==> src/rtl/lfsr_burst_ctrl.sv <==
// Burst sequencer around a Fibonacci LFSR: start/seed/len load, valid/ready beat stream, done/lock_err pulses.
// Optional build macro LFSR_ZERO_SEED_FIX_EN replaces a zero seed with all-ones instead of rejecting it.
module lfsr_burst_ctrl #(
   parameter int unsigned      WIDTH = 4,
   parameter logic [WIDTH-1:0] TAPS  = 4'b1100,
   parameter int unsigned      CNT_W = 8
) (
   input  logic             clk,
   input  logic             rst,
   input  logic             start,
   input  logic [WIDTH-1:0] seed,
   input  logic [CNT_W-1:0] len,
   input  logic             abort,
   output logic             busy,
   output logic             out_valid,
   input  logic             out_ready,
   output logic [WIDTH-1:0] out_data,
   output logic             done,
   output logic             lock_err
);

   localparam logic [1:0] ST_IDLE = 2'd0;
   localparam logic [1:0] ST_RUN  = 2'd1;
   localparam logic [1:0] ST_DONE = 2'd2;
   localparam logic [1:0] ST_ERR  = 2'd3;

   localparam logic [WIDTH-1:0] LFSR_ZERO = {WIDTH{1'b0}};
   localparam logic [WIDTH-1:0] LFSR_ONES = {WIDTH{1'b1}};
   localparam logic [CNT_W-1:0] CNT_ZERO  = {CNT_W{1'b0}};
   localparam logic [CNT_W-1:0] CNT_ONE   = {{(CNT_W-1){1'b0}}, 1'b1};

   // Feedback bit is the parity of the tapped state bits.
   function automatic logic [WIDTH-1:0] lfsr_next(input logic [WIDTH-1:0] s);
      return {s[WIDTH-2:0], ^(s & TAPS)};
   endfunction

   logic [1:0]       state_d,     state_q;
   logic [WIDTH-1:0] lfsr_d,      lfsr_q;
   logic [CNT_W-1:0] rem_d,       rem_q;
   logic             busy_d,      busy_q;
   logic             out_valid_d, out_valid_q;
   logic             done_d,      done_q;
   logic             lock_err_d,  lock_err_q;

   logic [WIDTH-1:0] seed_cap_s;
   logic             seed_reject_s;

   // Seed conditioning at capture time.
   always_comb begin
`ifdef LFSR_ZERO_SEED_FIX_EN
      if (seed == LFSR_ZERO) begin
         seed_cap_s = LFSR_ONES;
      end else begin
         seed_cap_s = seed;
      end
      seed_reject_s = 1'b0;
`else
      seed_cap_s    = seed;
      seed_reject_s = (seed == LFSR_ZERO);
`endif
   end

   // Next-state, LFSR and beat-counter logic; abort wins over a same-cycle handshake.
   always_comb begin
      state_d = state_q;
      lfsr_d  = lfsr_q;
      rem_d   = rem_q;
      case (state_q)
         ST_IDLE: begin
            if (start) begin
               lfsr_d = seed_cap_s;
               rem_d  = len;
               if (seed_reject_s) begin
                  state_d = ST_ERR;
               end else if (len == CNT_ZERO) begin
                  state_d = ST_DONE;
               end else begin
                  state_d = ST_RUN;
               end
            end else begin
               state_d = ST_IDLE;
            end
         end
         ST_RUN: begin
            if (abort) begin
               state_d = ST_IDLE;
            end else if (out_ready) begin
               lfsr_d = lfsr_next(lfsr_q);
               rem_d  = rem_q - CNT_ONE;
               if (rem_q == CNT_ONE) begin
                  state_d = ST_DONE;
               end else begin
                  state_d = ST_RUN;
               end
            end else begin
               state_d = ST_RUN;
            end
         end
         ST_DONE: begin
            state_d = ST_IDLE;
         end
         ST_ERR: begin
            state_d = ST_IDLE;
         end
         default: begin
            state_d = ST_IDLE;
         end
      endcase
   end

   // Output flags are decoded from the next state so they are registered alongside it.
   always_comb begin
      busy_d      = (state_d != ST_IDLE);
      out_valid_d = (state_d == ST_RUN);
      done_d      = (state_d == ST_DONE);
      lock_err_d  = (state_d == ST_ERR);
   end

   // State and output registers with synchronous reset.
   always_ff @(posedge clk) begin
      if (rst) begin
         state_q     <= ST_IDLE;
         lfsr_q      <= LFSR_ZERO;
         rem_q       <= CNT_ZERO;
         busy_q      <= 1'b0;
         out_valid_q <= 1'b0;
         done_q      <= 1'b0;
         lock_err_q  <= 1'b0;
      end else begin
         state_q     <= state_d;
         lfsr_q      <= lfsr_d;
         rem_q       <= rem_d;
         busy_q      <= busy_d;
         out_valid_q <= out_valid_d;
         done_q      <= done_d;
         lock_err_q  <= lock_err_d;
      end
   end

   assign busy      = busy_q;
   assign out_valid = out_valid_q;
   assign out_data  = lfsr_q;
   assign done      = done_q;
`ifdef LFSR_ZERO_SEED_FIX_EN
   assign lock_err  = 1'b0;
`else
   assign lock_err  = lock_err_q;
`endif

endmodule

==> config.mk <==
export PLATFORM = sky130hd
export DESIGN_NAME = lfsr_burst_ctrl
export DESIGN_NICKNAME = d
export VERILOG_FILES = /design/src/rtl/lfsr_burst_ctrl.sv
export SDC_FILE = /design/constraint.sdc
export NUM_CORES = 1
export LEC_CHECK = 0
export ABC_AREA = 1
export BUFFER_PORTS_ARGS = -buffer_cell sky130_fd_sc_hd__buf_4
export CAP_MARGIN = 25
export CORE_MARGIN = 2
export CORE_UTILIZATION = 50
export CTS_BUF_LIST = sky130_fd_sc_hd__clkbuf_8
export DETAILED_ROUTE_END_ITERATION = 6
export HOLD_SLACK_MARGIN = 0.05
export PLACE_DENSITY = 0.75
export SKIP_CTS_REPAIR_TIMING = 1
export SYNTH_ARGS = -nofsm -noshare
export SYNTH_HDL_FRONTEND = slang
export SYNTH_SLANG_ARGS = --single-unit
==> constraint.sdc <==
create_clock -name clk -period 1.7 [get_ports clk]
set_clock_uncertainty 0.1 [all_clocks]
set_input_delay 0.425 -clock clk [delete_from_list [all_inputs] [get_ports clk]]
set_output_delay 0.425 -clock clk [all_outputs]
set_load 0.1 [all_outputs]
==> results.json <==
{
  "outcome": "finished, final reports clean",
  "seq_area_frac_synth_pct": 33.6,
  "pwr-share-clk_pct": 28.6,
  "filler_cell_count": 206,
  "timing.final.crit_share_pct": 88.0,
  "min_path_type": "primary input to flip-flop",
  "die_width_um": 50.3,
  "synth_simple_gate_area_share_pct": 38.3,
  "p_leak_uw": 0.000646,
  "final_cell_mix": "nand2_1, nor2_1, buf_4",
  "unrepaired_setup_endpoints_after_global_routing": "no",
  "start_util_pct": 53.6,
  "critical_path_peak_fanout": 3,
  "timing.critical_path.max_delay_family": "flip-flops",
  "timing.final.setup_violations": 0,
  "max-clock-path-buffers": 2,
  "route.detailed.drc": 0,
  "timing_worst_slew_pin_value_ns": 0.283,
  "synthXorXnorAreaFrac_pct": 0.816,
  "clock_tree.root_cell": "clkbuf_8",
  "syn-num-nets": 184,
  "setup_tns_ns": 0,
  "power_switching_share_pct": 37.6,
  "final_design_area_no_fill_mm2": 0.00131,
  "grt_antenna_before_repair": 0,
  "global_route.usage.total_pct": 21.1,
  "clock-sinks": 18,
  "fp.dieArea_mm2": 0.00253,
  "routabilityCongestion": 0.862,
  "drt_pass1_iterations": 4,
  "synth_compound_gate_area_share_pct": 14.3,
  "place.port_buffers": 24,
  "drt_iter0_markers": 15,
  "synth_top_area_share_pct": 33.6,
  "grt.overflow.total": 0,
  "timing.critical_path.cells": "buf_4",
  "final_antenna_net_count": 0,
  "worst_setup_path_start_kind": "flip-flop",
  "critPathArrivalTime_ns": 0.97,
  "totalWireLength_um": 2470,
  "critPathMaxStageDelay_ns": 0.39,
  "grt_pass1_wl_um": 4080,
  "syn-instance-count": 165,
  "yosys_warning_count": 0,
  "area_delta_synth_final_pct": 22.1,
  "synth.avg_cell_area_um2": 6.51,
  "irDropWorstVdd_v": 0.000659,
  "netlist_area_mm2": 0.00107,
  "route.vias.total": 1091,
  "finalHoldViolations": 0,
  "cellInternalPower_uw": 796,
  "cts_made_buffers": 3,
  "switchingPower_uw": 479,
  "power.total_uw": 1270,
  "route.detailed.vias_per_inst": 5.03,
  "worst-endpoint-required_ns": 1.17,
  "cts_tree": "done",
  "setup.worst_path.class": "flip-flop to primary output",
  "layout_setup_ws_ns": 0.204,
  "post-synth-top-area-cell": "dfxtp_1",
  "dp_hpwl_um": 1940,
  "pwr-share-seq_pct": 38.8,
  "detailedPlace.worstSlack_ns": 0.213,
  "die_y_um": 50.3,
  "insertion_delay_ns": 0.26,
  "max_freq_ghz": 0.669,
  "synth-seq-cells": 18,
  "synth_cell_type_count": 22,
  "min_period_ns": 1.50,
  "mux_share_of_post_synthesis_cell_area_pct": 0,
  "grt_max_degree": 19,
  "count_of_boundary_i_o_pins": 25,
  "timing.critical_path.to_type": "primary output",
  "row_count": 16,
  "max-cap-violations": 0,
  "layout.nets": 210,
  "core_area_mm2": 0.00200,
  "number_of_global_route_vias_before_repair": 990,
  "cts.htree.levels": 1,
  "clock_pin_slew_reported_for_the_worst_setup_and_hold_paths_after_clock_tree_synthesis_ns": 0.07,
  "power.density_cell_area_mw_per_mm2": 972,
  "n_antenna_cell": 0,
  "largest_family_of_logic_cells_by_synthesized_area": "simple AND/OR/NAND/NOR gates",
  "combPwrFrac_pct": 32.6,
  "synth_fa_ha_area_share_pct": 2.33,
  "synth.area.top_cells": "dfxtp_1, nand2_1, nor2_1",
  "worst_path_max_delay_cell": "dfxtp_1",
  "slew-limit-headroom_pct": 81.0,
  "wire_per_inst_um": 11.4,
  "share_of_final_layout_standard_cells_stronger_than_drive_strength_1_pct": 23.2,
  "postPlaceCellArea_mm2": 0.00126,
  "layout.cells.most_common": "nand2_1",
  "finalMaxSlewViolations": 0,
  "timing.critical_path.buf_inv": 1
}
-- state kept, by name (all words and copies together) (netlist names) --
register / count
busy: 1
out_valid: 1
rem_q: 8
state_q: 2
out_data: 4
done: 1
lock_err: 1
-- power groups by stage --
stage	Combinational, uW	Sequential, uW	Clock [uW]
after floorplan	225	598	0
after global placement	410	503	0
after detailed placement	415	503	0
after CTS	417	494	370
after global routing	461	499	386
final	416	494	365
-- synthesized netlist by cell type (all sizes together) --
| library cell | count |
|---|---|
| xnor2 | 1 |
| a21oi | 11 |
| buf | 3 |
| nand4 | 2 |
| nand3b | 1 |
| nand2 | 51 |
| o21ai | 16 |
| dfxtp | 18 |
| clkinv | 1 |
| nand3 | 6 |
| inv | 19 |
| nor2 | 34 |
| ha | 2 |
-- layout make-up --
cell class / instances / area [um2] / area share (%)
Clock buffer: 4 / 55.1 / 4.20
Sequential cell: 18 / 360 / 27.5
Multi-Input combinational cell: 124 / 599 / 45.7
Inverter: 20 / 82.6 / 6.30
Tap cell: 27 / 33.8 / 2.58
Timing Repair Buffer: 24 / 180 / 13.7
-- through the flow --
| step | cells | util [%] | hold slack (ns) |
|---|---|---|---|
| finish | 217 | 65.5 | 0.273 |
| global route | 217 | 65.5 | 0.276 |
| CTS | 217 | 65.5 | 0.271 |
| detailed placement | 213 | 62.7 | 0.389 |
| global placement | 213 | 62.7 | 0.376 |
| floorplan | 165 | - | 0.357 |
-- layer usage --
layer,GRT usage [%],share of wire (%)
met1,27.2,47
met2,34.4,46
met3,3.27,4.9
met4,9.46,1.9
met5,0,0
-- final timing paths --
kind | startpoint | end | slack [ns] | cells past startpoint
setup / recovery | out_data[3] | out_data[3] | 0.20 | 1
hold / removal | rst | rem_q[2] | 0.27 | 2
setup reg to reg | state_q[1] | out_data[2] | 0.25 | 7
hold reg to reg | out_data[0] | out_data[0] | 0.39 | 2
-- kinds of logic after synthesis --
kind of cell / count (synthesis)
buffers and inverters: 23
and+or+nand+nor: 94
adders and majority gates: 2
xor gates and xnor gates: 1
DFF: 18
AOI/OAI and AO/OA: 27
No activity file was read; power rests on OpenSTA's default activity.
